### src/rtl/spart_pkg.sv
// spart_pkg: constants and receiver state encoding shared by the SPART transmitter, receiver and top level
package spart_pkg;
  localparam int OVERSAMPLE = 16;
  localparam int DATA_BITS = 8;
  localparam logic [1:0] IOADDR_DATA = 2'b00;
  typedef enum logic [1:0] {RX_IDLE, RX_START, RX_DATA, RX_STOP} rx_state_t;
endpackage

### src/rtl/spart_rx_bitclk.sv
// spart_rx_bitclk: oversample tick counter and data bit counter for the receiver
module spart_rx_bitclk
  import spart_pkg::*;
(
  input  logic clk,
  input  logic rst,
  input  logic en,
  input  logic clr,
  output logic mid_bit,
  output logic bit_done,
  output logic last_bit
);
  logic [3:0] tick_cnt;
  logic [2:0] bit_cnt;
  // counters advance only on baud ticks; clr parks both at zero
  always_ff @(posedge clk or posedge rst)
    if (rst) begin
      tick_cnt <= '0;
      bit_cnt <= '0;
    end else if (clr) begin
      tick_cnt <= '0;
      bit_cnt <= '0;
    end else if (en) begin
      tick_cnt <= tick_cnt + 4'd1;
      if (bit_done) bit_cnt <= bit_cnt + 3'd1;
    end
  assign mid_bit = en && tick_cnt == 4'(OVERSAMPLE / 2 - 1);
  assign bit_done = en && tick_cnt == 4'(OVERSAMPLE - 1);
  assign last_bit = bit_cnt == 3'(DATA_BITS - 1);
endmodule

### src/rtl/spart_rx.sv
// spart_rx: 8N1 serial receiver with holding register and rda/ferr/ovr flags; SPART_RX_SYNC_EN adds an rxd synchroniser
module spart_rx
  import spart_pkg::*;
(
  input  logic                 clk,
  input  logic                 rst,
  input  logic                 baud_r_enable,
  input  logic                 rxd,
  input  logic                 rd_strobe,
  output logic [DATA_BITS-1:0] rx_data,
  output logic                 rda,
  output logic                 ferr,
  output logic                 ovr
);
  rx_state_t state, state_nxt;
  logic rxd_s, mid_bit, bit_done, last_bit, clr, shift_en, load, frame_err;
  logic [DATA_BITS-1:0] shift;
`ifdef SPART_RX_SYNC_EN
  logic [1:0] sync;
  // two-flop synchroniser, resets high so reset never looks like a start bit
  always_ff @(posedge clk or posedge rst)
    if (rst) sync <= 2'b11;
    else sync <= {sync[0], rxd};
  assign rxd_s = sync[1];
`else
  assign rxd_s = rxd;
`endif
  spart_rx_bitclk u_bitclk (
    .clk      (clk),
    .rst      (rst),
    .en       (baud_r_enable),
    .clr      (clr),
    .mid_bit  (mid_bit),
    .bit_done (bit_done),
    .last_bit (last_bit)
  );
  // state register
  always_ff @(posedge clk or posedge rst)
    if (rst) state <= RX_IDLE;
    else state <= state_nxt;
  // frame sequencing, evaluated only on baud ticks
  always_comb begin
    state_nxt = state;
    if (baud_r_enable)
      case (state)
        RX_IDLE:  if (!rxd_s) state_nxt = RX_START;
        RX_START: if (mid_bit) state_nxt = rxd_s ? RX_IDLE : RX_DATA;
        RX_DATA:  if (bit_done && last_bit) state_nxt = RX_STOP;
        default:  if (bit_done) state_nxt = RX_IDLE;
      endcase
  end
  // per-state control strobes for the counters and datapath
  always_comb begin
    clr = state == RX_IDLE || (state == RX_START && mid_bit);
    shift_en = state == RX_DATA && bit_done;
    load = state == RX_STOP && bit_done && rxd_s;
    frame_err = state == RX_STOP && bit_done && !rxd_s;
  end
  // shift register, holding register and sticky flags; a load beats a simultaneous read
  always_ff @(posedge clk or posedge rst)
    if (rst) begin
      shift <= '0;
      rx_data <= '0;
      rda <= 1'b0;
      ferr <= 1'b0;
      ovr <= 1'b0;
    end else begin
      if (shift_en) shift <= {rxd_s, shift[DATA_BITS-1:1]};
      if (load) rx_data <= shift;
      rda <= load || (rda && !rd_strobe);
      ferr <= frame_err || (ferr && !rd_strobe);
      ovr <= !rd_strobe && (ovr || (load && rda));
    end
endmodule
### config.mk
export PLATFORM = sky130hd
export DESIGN_NAME = spart_rx
export DESIGN_NICKNAME = d
export VERILOG_FILES = /design/src/rtl/spart_pkg.sv /design/src/rtl/spart_rx_bitclk.sv /design/src/rtl/spart_rx.sv
export SDC_FILE = /design/constraint.sdc
export NUM_CORES = 1
export LEC_CHECK = 0
export CORE_ASPECT_RATIO = 0.75
export CORE_UTILIZATION = 31
export CTS_BUF_LIST = sky130_fd_sc_hd__clkbuf_8
export DETAILED_ROUTE_END_ITERATION = 6
export SYNTH_ARGS = -nofsm -noshare
export SYNTH_HDL_FRONTEND = slang
export SYNTH_SLANG_ARGS = --single-unit
### constraint.sdc
create_clock -name clk -period 1.6 [get_ports clk]
set_clock_uncertainty 0.05 [all_clocks]
set_input_delay 0.16 -clock clk [delete_from_list [all_inputs] [get_ports clk]]
set_output_delay 0.16 -clock clk [all_outputs]
set_load 0.02 [all_outputs]
After elaboration in Yosys (flattened, before gate mapping)
Cells that the tools add are included.

cells by class
  add/subtract/negate cells = 2
  equal/unequal tests = 9
  muxes and demuxes = 11
  reduce and logical (&&, ||, !) cells = 24

operators with widths
  operator             count
  $logic_and 1x1->1    12
  $mux 2               5
  $mux 3               3
  $mux 4               2
  $ne 2x2->1 const B   3
  $pmux 2 s3           1
  $reduce_and 5->1     1
  $add 4x1->4 const B  1
  $eq 2x2->1 const B   2
  $eq 4x3->1 const B   1
  $eq 4x4->1 const B   1
  $logic_or 1x1->1     4
  $reduce_bool 2->1    2
  $reduce_bool 4->1    1
  $add 3x1->3 const B  1
  $eq 3x3->1 const B   1
  $eq 2x1->1 const B   1
  $logic_not 1->1      2
  $logic_not 2->1      1
  $reduce_and 2->1     1

word-level totals
  bits in registers = 28
  input port bits = 5
  output and inout port bits = 11
  logic and storage cells = 54

Logic depth before layout (Yosys ltp)
Gate-level depths: netlist of run 1.

  depth in word-level cells = 7
  depth in mapped cells = 6
  gate-level depth less buffers = 6

Modules after synthesis
From an unflattened synthesis of run 1, not the netlist that was laid out.

second synthesis, totals
  cells, all modules = 108
  area total of the unflattened synthesis = 1330.0 um^2

by module, submodules not included
  module           instances  cells each  area each (um^2)  seq. area each (um^2)
  spart_rx         1          71          920.9             525.5
  spart_rx_bitclk  1          37          409.1             175.2

Worst setup path after synthesis of run 1
OpenSTA, ideal clock, no wires.

  path type = register to register
  start point = reg u_bitclk.tick_cnt[0]
  end point = reg shift[0]
  setup time = 125 ps
  arrival = 1525 ps
  required time = 1425 ps
  path slack = -100 ps
  cell stages (with the launch flop) = 6
  cells stage by stage = dfrtp_1 > ha_1 > and4_1 > buf_2 > nand2_1 > mux2_2

between the ends
  longest elaborated chain between the ends = 3

RTL lines
  item                    RTL line               text
  from (decl)             spart_rx_bitclk.sv:13  logic [3:0] tick_cnt;
  from (signal assigned)  spart_rx_bitclk.sv:24  tick_cnt <= tick_cnt + 4'd1;
  $eq 4x4->1              spart_rx_bitclk.sv:28  assign bit_done = en && tick_cnt == 4'(OVERSAMPLE - 1);
  $logic_and 1x1->1       spart_rx_bitclk.sv:28
  $logic_and 1x1->1       spart_rx.sv:55         shift_en = state == RX_DATA && bit_done;
  to (signal assigned)    spart_rx.sv:68         if (shift_en) shift <= {rxd_s, shift[DATA_BITS-1:1]};
  to (decl)               spart_rx.sv:17         logic [DATA_BITS-1:0] shift;

Every way passes these cells.
A chain may end at the register's enable or synchronous reset.

Final worst setup path of run 1
  start point = reg state[0]
  end point = reg state[0]

between the ends
  longest elaborated chain between the ends = 3
  elaborated cells on any way between the ends = 9
  classes of those cells = 5 x eq/ne; 1 x mux; 3 x reduce/logical

RTL lines
  item                                                       RTL line        text
  from (decl)                                                spart_rx.sv:15  rx_state_t state, state_nxt;
  from (signal assigned)                                     spart_rx.sv:40  else state <= state_nxt;
  $eq 2x2->1 (tied with other cells)                         spart_rx.sv:45  case (state)
  $ne 2x2->1 (no line) or $reduce_bool 4->1 (tied branches)  -
  $reduce_and 5->1 (no line)                                 -

Parallel ways exist; a longest one is shown, timed or not.

==> run metrics, run 1 <==
Simple-Gate Fraction of Synth Area around 8.2%; IO Port Bufs 15; Worst Max-Slew Pin Slew 0.3445 ns; crit-path max FO 3; setup tns final 0 ns; Top Ports 16; initial DRC count 30; Finished Layout Cells approximately 190; die width about 75 µm; post-layout minimum cycle time roughly 1.6 ns; Hold-fix buffers, CTS 0; Clock Sinks 28; worst r2r dst state[0]$_DFFE_PP0P_; CP Buf/Inv Count 2; layout cells sized above 1 between 30% and 40%; die area ~4300 µm²; Required @ worst endpoint approximately 1.7 ns; vias in the first global route ~800; Synth Instances between 90 and 100; max incr delay on CP ~0.40 ns; MaxCap Viol Count 0; DR DRC count 0; Tcrit/Tclk final a little over nine tenths; cell leakage power 0.8215 nW; GRT Util Overall about an eighth; Post-Route WL 2279 µm; worst setup margin around 0.042 ns; setup slack, reg-to-reg around 0.042 ns; asr flop ratio synth 100.0%; Antenna diodes 0; most common cell after layout, fill and taps aside dfrtp_1; Layout Nets 146; pwr dens approximately 1200 nW/µm²; most frequent cells in the layout dfrtp_1 (28), buf_4 (17), mux2_2 (16); Vias a little over 800; core area between 3000 and 4000 µm²; Worst-path clk slew about 0.09 ns; Longest Clk Path Bufs 2; Synth Flop Type dfrtp_1; final hold vios 0; syn avg cell area ~13 µm²; main combinational cell family by area after synthesis multiplexers; worst skew pair latency about 0.27 ns; Initial Utilization about 33%; Post-DRT Antenna Nets 0; multiplexer share of the synthesized area approximately 17%; GR Util met3 ~2.7%; Top delay family on crit path flip-flops; Post-Synth XOR/XNOR Area between 2 and 3%; pin count of the biggest net entering global routing 29; Initial DRT Pass Iterations 4; CTS tree built; initial antenna violation count 0; Die Height 56.75 µm; DP Wirelength 1585 µm; Net Count, Synth 110; Yosys warning count 0; Unique masters post-synth 23; placed cell count approximately 170; first-pass GRT wire length 3815 µm; Post-synth EDFFs 0; CP Data Arrival Time between 1.5 and 2 ns; met1 Use GR roughly 17%; status finished, final reports clean; worst-path cell chain inv_2, buf_4, ha_1, a221o_1, mux2i_1; worst reg2reg path depth 5; number of setup violations in the final report 0; met2 Resource Use GR 17.76%; Final Wtd Congestion 0.7280; final slew viol count 0; sequential element share of the synthesized area 56.57%; CTS root buf clkbuf_8; Fmax between 600 and 700 MHz; Slew HR roughly 77%; Crit Path Class reg2reg; CP endpoint kind flop; Synth Area in Compound Gates about 5.6%; wire per inst ~12 µm; most used routing layer met2; H-tree lvl count 1; TritonCTS Buffers 3; Worst VDD drop 0.5087 mV; RR Startpoint state[0]$_DFFE_PP0P_; pre-CTS WS -0.1549 ns; Post-Synth Adder-Cell Area under 10%; CP max stage cell dfrtp_1; Worst Hold Class in2async; Post-Syn Area roughly 1200 µm²; placed cell area 1526 µm²; Rows 19; Yosys reg bits 28; Finished Cell Area about 1700 µm²; Setup crit start kind flop; RSZ-0062 raised after global routing yes; via/cell ratio between 4 and 5; GRT overflow 0; area delta synth->final 37.37%
==> cells by family (layout without fill, tap and decap cells) <==
logic type,count (synthesis),count (layout)
AND/OR/NAND/NOR,22,23
XOR/XNOR,4,4
buffers and inverters,8,42
multiplexers,19,19
adder cells (fa/ha/maj),7,7
AO/OA/AOI/OAI,10,10
flip-flops,28,28
==> Yosys cell counts (2+ instances only) <==
cell type | n | area share (%)
nor2_1 | 6 | 1.8
nand4_1 | 2 | 1.0
nand2_1 | 10 | 3.0
inv_1 | 6 | 1.8
xnor2_1 | 2 | 1.4
mux2_2 | 16 | 15
ha_1 | 7 | 7.1
xor2_1 | 2 | 1.4
dfrtp_1 | 28 | 57
mux2i_1 | 3 | 2.4
a21oi_1 | 4 | 1.6
==> where the power goes <==
part	internal (mW)	leakage [nW]	switching [mW]
logic	0.314	0.400	0.292
registers	0.760	0.386	0.0480
clock network	0.335	0.0357	0.208
==> registers in the layout, indices dropped and copies added, names as in the netlist <==
name / count
rda: 1
u_bitclk.tick_cnt: 4
shift: 8
ferr: 1
state: 2
ovr: 1
u_bitclk.bit_cnt: 3
rx_data: 8
==> worst min-delay path: cells and delay by family <==
family | cells | cell delay, ns
buf+inv | 3 | 0.76
==> routing by layer <==
layer / vias up / routed length, µm
li1: 409 / -
met2: 14 / 1076
met1: 407 / 1145
met3: 0 / 57
met5: - / 0
met4: 0 / 0
==> worst max-delay path by stage <==
| stage | from | to | slack, ns | depth (start not counted) |
|---|---|---|---|---|
| floorplan | u_bitclk.tick_cnt[0]$_DFFE_PP0P_ | state[0]$_DFFE_PP0P_ | 0.01 | 6 |
| detailed placement | baud_r_enable | rx_data[1]$_DFFE_PP0P_ | -0.15 | 4 |
| global route | u_bitclk.tick_cnt[1]$_DFFE_PP0P_ | state[0]$_DFFE_PP0P_ | -0.02 | 5 |
| finish | state[0]$_DFFE_PP0P_ | state[0]$_DFFE_PP0P_ | 0.04 | 5 |
| global placement | baud_r_enable | rx_data[4]$_DFFE_PP0P_ | -0.11 | 4 |
| CTS | state[0]$_DFFE_PP0P_ | state[0]$_DFFE_PP0P_ | 0.005 | 5 |
==> repair_timing <==
item                                    CTS  global route
hold endpoints to repair                  0             0
pin swaps                                 1             2
buffers inserted                          2             5
cloned                                    1             0
endpoints found under the setup margin   10             5
gates resized for setup                   4             7
==> through the flow <==
| stage | utilization (%) | hold slack, ns | power [mW] |
|---|---|---|---|
| after floorplan | - | 0.1754 | 1.095 |
| after global placement | 40.90 | 0.4320 | 1.201 |
| after detailed placement | 40.90 | 0.4399 | 1.227 |
| after CTS | 43.71 | 0.1967 | 1.819 |
| after global routing | 45.59 | 0.2266 | 2.063 |
| final | 45.59 | 0.1890 | 1.957 |
==> final cells by class <==
cell class	instances	area, µm²
Clock buffer	3	41.29
Clock inverter	1	30.03
Fill cell	338	2031
Inverter	6	22.52
Multi-Input combinational cell	63	564.3
Sequential cell	28	700.7
Tap cell	52	65.06
Timing Repair Buffer	32	277.8
No activity file was read; power rests on OpenSTA's default activity.
==> inputs of run 2 (changes only) <==
--- a/config.mk
+++ b/config.mk
@@ -5,6 +5,7 @@
 export SDC_FILE = /design/constraint.sdc
 export NUM_CORES = 1
 export LEC_CHECK = 0
+export ABC_CLOCK_PERIOD_IN_PS = 1600
 export CORE_ASPECT_RATIO = 0.75
 export CORE_UTILIZATION = 31
 export CTS_BUF_LIST = sky130_fd_sc_hd__clkbuf_8
==> results of run 2 <==
Final layout, timing and power as in run 1 (identical DEF).
==> inputs of run 3 (changes only) <==
--- a/config.mk
+++ b/config.mk
@@ -5,7 +5,6 @@
 export SDC_FILE = /design/constraint.sdc
 export NUM_CORES = 1
 export LEC_CHECK = 0
-export ABC_CLOCK_PERIOD_IN_PS = 1600
 export CORE_ASPECT_RATIO = 0.75
 export CORE_UTILIZATION = 31
 export CTS_BUF_LIST = sky130_fd_sc_hd__clkbuf_8
==> results of run 3 <==
Final layout, timing and power as in run 1 (identical DEF).
==> patch 1 (flow settings as in run 1) <==
The package constant `DATA_BITS` goes from 8 to 6.
--- a/src/rtl/spart_pkg.sv
+++ b/src/rtl/spart_pkg.sv
@@ -2,5 +2,5 @@
 package spart_pkg;
   localparam int OVERSAMPLE = 16;
-  localparam int DATA_BITS = 8;
+  localparam int DATA_BITS = 6;
   localparam logic [1:0] IOADDR_DATA = 2'b00;
   typedef enum logic [1:0] {RX_IDLE, RX_START, RX_DATA, RX_STOP} rx_state_t;
Interface: changed (resized rx_data); port bits go from 16 to 14. The function was not compared with the original's and may differ.
==> patch 1 against run 1 <==
The run now ends with negative setup slack left; critical path depth stayed put; count of clock-buffer cells in the layout is the same; maximum frequency is 4.3% lower; via count fell by 7.2%; combinational power down 22%; total power shrank 14%; area after synthesis decreased by 8.6%; core utilization down 2.0 points; cell area fell by 13%; routed wire length shrank 9.3%; sequential cell count decreased by 4; worst setup slack worse by 71 ps; largest power group unchanged.
==> patch 1: results (changes against run 1) <==
result of the run -> complete, but fails checks (was finished, final reports clean)
violated checks -> negative setup slack
Post-CTS Resized -> 0 (was 4)
count of different cell masters after synthesis -> 25 (was 23)
die width -> 71.79 um (was 74.99 um)
most area-hungry cell type in the Yosys netlist -> dfrtp_1 (unchanged)
combined area of the multi-input logic cells -> 485.5 um2 (was 564.3 um2)
sum of negative setup slack -> -28.06 ps (was 0 ps)
Sw Share -> 26.83% (was 28.00%)
portion of total power attributed to combinational logic -> 28.0% (was 31.0%)
final count of negative-setup-slack endpoints -> 1 (was 0)
Top Registers -> rx_data x6, shift x6, u_bitclk.tick_cnt x4 (was rx_data x8, shift x8, u_bitclk.tick_cnt x4)
Non-clock buffering overhead -> 15.97% (was 16.32%)
Routability Congestion -> 0.7417 (was 0.7280)
top cells by instance count after synthesis -> dfrtp_1, mux2_2, nor2_1, inv_1 (was dfrtp_1, mux2_2, nand2_1, ha_1)
worst voltage drop across the vdd grid -> 0.0005603 V (was 0.0005087 V)
fraction of layout instances using a drive strength above 1 -> 29.27% (was 35.34%)
largest net degree at the start of global routing -> 25 (was 29)
cell type group with the largest total delay on the critical path -> compound AO/OA/AOI/OAI gates (was flip-flops)
count of buffers from port buffering -> 13 (was 15)
average cell area after synthesis -> 11.92 um2 (was 12.64 um2)
sequential share of power -> 40.7% (was 41.3%)
post-CTS clock slew at the launch and capture registers of the worst setup and hold paths -> 90 ps (about the same)
detailed-route wire length per cell -> 12.67 um (was 12.32 um)
number of buffers inserted by post-CTS setup repair -> 0 (was 2)
sequential cell area share -> 40.78% (was 41.18%)
Plain + repair buffers -> 27 (was 32)
multi-input combinational cell count -> 60 (was 63)
total inserted antenna cells -> 0 (unchanged)
initial detailed-routing violation count -> 17 (was 30)
min setup slack post-route -> -28.06 ps (was 42.47 ps)
Static Leak -> 0.0007037 uW (was 0.0008215 uW)
vias in the first global route -> 729 (was 810)
Net count, final -> 136 (was 146)
HPWL after detailed placement -> 1509 um (was 1585 um)
global-route wire length before repair -> 3325 um (was 3815 um)
Slew HR -> 79.86% (was 77.03%)
end of the worst register-to-register path -> state[0] (unchanged)
Warnings, synthesis -> 0 (unchanged)
synthesized flop and latch total -> 24 (was 28)
power consumed by combinational cells -> 474 uW (was 606 uW)
launch instance of the worst register-to-register path -> u_bitclk.tick_cnt[1] (was state[0])
Non-Clock Inverter Count -> 8 (was 6)
Worst Setup SP -> u_bitclk.tick_cnt[1] (was state[0])
number of fill cells -> 311 (was 338)
Cell Count, Final, Fillers Out -> 163 (was 185)
minimum setup slack after placement -> -106.2 ps (was -154.9 ps)
Post-Place Cell Area -> 1379 um2 (was 1526 um2)
post-route standard cell area excluding fillers -> 1473 um2 (was 1702 um2)
total global-route track usage -> 11.58% (was 11.79%)
final hold slack -> 191.4 ps (was 189.0 ps)
Synthesized Nets -> 107 (was 110)
clock network share of area -> 4.843% (was 4.191%)
largest cells by area after synthesis -> dfrtp_1, mux2_2, ha_1 (unchanged)
average via count per standard cell -> 4.724 (was 4.486)
patch 1: changes by cell type in the layout (fill, tap and decap cells not counted), moves of 2 or more:
cell / change
buf_4: -3
nand3_1: +3
nor2_4: -2
clkdlybuf4s50_1: -2
dfrtp_1: -4
a21oi_1: -4
nor2_1: +3
inv_1: +3
mux2_2: -5
o21ai_0: +3
patch 1: routing by layer:
layer	track usage (%)	up-vias	routed length [um]
met4	6.536	0	25
met5	0	-	0
li1	-	378	-
met1	14.90	378	1043
met2	18.24	12	933
met3	2.762	2	63
patch 1: cells by family (layout without fill, tap and decap cells):
kind of cell | count (synthesis) | count (layout) | share of synthesized area (%)
flip-flops | 24 | 24 | 53.04
multiplexers | 13 | 13 | 12.71
AND/OR/NAND/NOR | 24 | 24 | 10.28
buffers and inverters | 11 | 39 | 4.972
XOR/XNOR | 5 | 5 | 3.868
AO/OA/AOI/OAI | 11 | 11 | 7.404
adder cells (fa/ha/maj) | 7 | 7 | 7.734
==> patch 2 (config.mk and constraints of run 1) <==
Without the edit above. Put one more register stage on the output `rx_data`, without a reset. The value now appears one clock later. The other outputs are not delayed to match.
--- a/src/rtl/spart_rx.sv
+++ b/src/rtl/spart_rx.sv
@@ -13,4 +13,6 @@
   output logic                 ovr
 );
+
+  logic [DATA_BITS-1:0] rx_data_s0;
   rx_state_t state, state_nxt;
   logic rxd_s, mid_bit, bit_done, last_bit, clr, shift_en, load, frame_err;
@@ -61,5 +63,5 @@
     if (rst) begin
       shift <= '0;
-      rx_data <= '0;
+      rx_data_s0 <= '0;
       rda <= 1'b0;
       ferr <= 1'b0;
@@ -67,8 +69,12 @@
     end else begin
       if (shift_en) shift <= {rxd_s, shift[DATA_BITS-1:1]};
-      if (load) rx_data <= shift;
+      if (load) rx_data_s0 <= shift;
       rda <= load || (rda && !rd_strobe);
       ferr <= frame_err || (ferr && !rd_strobe);
       ovr <= !rd_strobe && (ovr || (load && rda));
     end
+  always_ff @(posedge clk) begin
+    rx_data <= rx_data_s0;
+  end
+
 endmodule
Check against the original RTL: no difference found for any inputs over 10 cycles, from zero or initial values and one cycle with rst high; that may be too few to reach the edited logic, so the function may still have changed.
==> patch 2 against run 1 <==
The run now ends with negative setup slack left; largest power group unchanged; area after synthesis increased by 15%; sequential cell count up 8; worst setup slack lost 100 ps; total power up 20%; critical endpoint is now state[1]; critical path depth stayed put; routed wire length increased by 3.3%; synthesized cell count is 8.2% higher; cell area is 14% higher; worst hold slack improved by 2.7 ps; sequential share of layout area grew 3.4 points; global-route usage shrank 0.48 points.
==> patch 2: results (changes against run 1) <==
HPWL after detailed placement -> 1658 um (was 1585 um)
met1 track demand over resource -> 13.70% (was 16.82%)
fraction of layout instances using a drive strength above 1 -> 36.49% (was 35.34%)
top cells by instance count after synthesis -> dfrtp_1, mux2_2, dfxtp_1, inv_1 (was dfrtp_1, mux2_2, nand2_1, ha_1)
critical path data arrival time -> 1780 ps (was 1660 ps)
average via count per standard cell -> 4.433 (was 4.486)
first-pass iteration count of the detailed router -> 2 (was 4)
slew at the pin closest to its max-slew limit -> 364.0 ps (was 344.5 ps)
count of different cell masters after synthesis -> 26 (was 23)
grt met3 use -> 6.316% (was 2.693%)
detailed-route wire length per cell -> 11.60 um (was 12.32 um)
sequential share of the synthesized area -> 60.25% (was 56.57%)
final count of negative-setup-slack endpoints -> 4 (was 0)
Static Leak -> 0.0009460 uW (was 0.0008215 uW)
Post-Place Cell Area -> 1787 um2 (was 1526 um2)
largest cells by area after synthesis -> dfrtp_1, mux2_2, dfxtp_1 (was dfrtp_1, mux2_2, ha_1)
worst voltage drop across the vdd grid -> 0.0005322 V (was 0.0005087 V)
minimum period implied by the final worst setup slack -> 1661 ps (was 1558 ps)
minimum setup slack after placement -> -239.8 ps (was -154.9 ps)
result of the run -> complete, but fails checks (was finished, final reports clean)
Synthesized Nets -> 118 (was 110)
min setup slack post-route -> -60.67 ps (was 42.47 ps)
violated checks -> negative setup slack
fraction of registers with async set/reset -> 77.78% (was 100.0%)
vias in the first global route -> 891 (was 810)
initial detailed-routing violation count -> 27 (was 30)
Top Registers -> rx_data x8, rx_data_s0 x8, shift x8 (was rx_data x8, shift x8, u_bitclk.tick_cnt x4)
final hold slack -> 191.7 ps (was 189.0 ps)
global routing met2 resource utilization -> 17.55% (was 17.76%)
total global-route track usage -> 11.32% (was 11.79%)
biggest cell delay along the critical path -> 360 ps (was 400 ps)
largest net degree at the start of global routing -> 29 (unchanged)
global-route wire length before repair -> 3981 um (was 3815 um)
clock latency reported for the late side of the worst-skew pair -> 290 ps (was 270 ps)
## patch 2: layout make-up
type,count,area [um2],share of cell area [%]
clock buffer,5,68.82,3.560
clock inverter,3,42.54,2.201
inverter,8,30.03,1.553
multi-input combinational,61,549.3,28.41
sequential,36,860.8,44.53
tap,55,68.82,3.560
timing repair buffer,35,312.8,16.18
## patch 2: logic make-up after synthesis
group	count (synthesis)	synth area share (%)
compound gates	11	6.216
xor+xnor	4	2.452
fa+ha+maj	7	6.129
buf+inv	9	2.890
flops	36	60.24
mux	19	15.06
simple gates	20	7.006
## patch 2: path summary, 6_finish.rpt
path | start | to | depth (start not counted)
worst max register to register | u_bitclk.tick_cnt[1] | state[1] | 5
worst min-delay path | rst | shift[1] | 3
worst max-delay path | u_bitclk.tick_cnt[1] | state[1] | 5
min in group clk | rx_data_s0[7] | rx_data[7] | 0
worst min register to register | rx_data_s0[7] | rx_data[7] | 0
max in group asynchronous | rst | u_bitclk.bit_cnt[2] | 3
## patch 2: metal layers
layer	wire length (um)	up-vias
li1	-	443
met1	1180	439
met2	1028	16
met3	131	2
met4	13	0
met5	0	-
## patch 2: timing repair
item,CTS,global route
hold buffers,0,0
gates resized for setup,1,4
buffers inserted,0,2
setup endpoints to repair,2,18
pin swaps,0,3
## patch 2: stage by stage
stage	power, uW	utilization, %	TNS (ps)	cells
3_5_place_dp	1559	42.25	-2602	193
2_1_floorplan	1320	-	0	106
3_3_place_gp	1535	42.25	-1878	193
4_1_cts	2356	44.94	-77.38	201
5_1_grt	2493	45.71	-1092	203
6_report	2351	45.71	-93.27	203
## patch 2: power groups by stage
| stage | Combinational (uW) | Sequential [uW] | Clock [uW] |
|---|---|---|---|
| final | 571 | 997 | 784 |
| after global routing | 636 | 1010 | 850 |
| after CTS | 548 | 998 | 809 |
| after detailed placement | 542 | 1020 | 0 |
| after global placement | 523 | 1010 | 0 |
| after floorplan | 304 | 1020 | 0 |
## patch 2: critical path: cells and delay by family (launching register included)
| kind | cells | cell delay [ps] |
|---|---|---|
| compound gates | 2 | 460 |
| flops | 1 | 360 |
| mux | 1 | 320 |
| fa+ha+maj | 1 | 200 |
| simple gates | 1 | 160 |
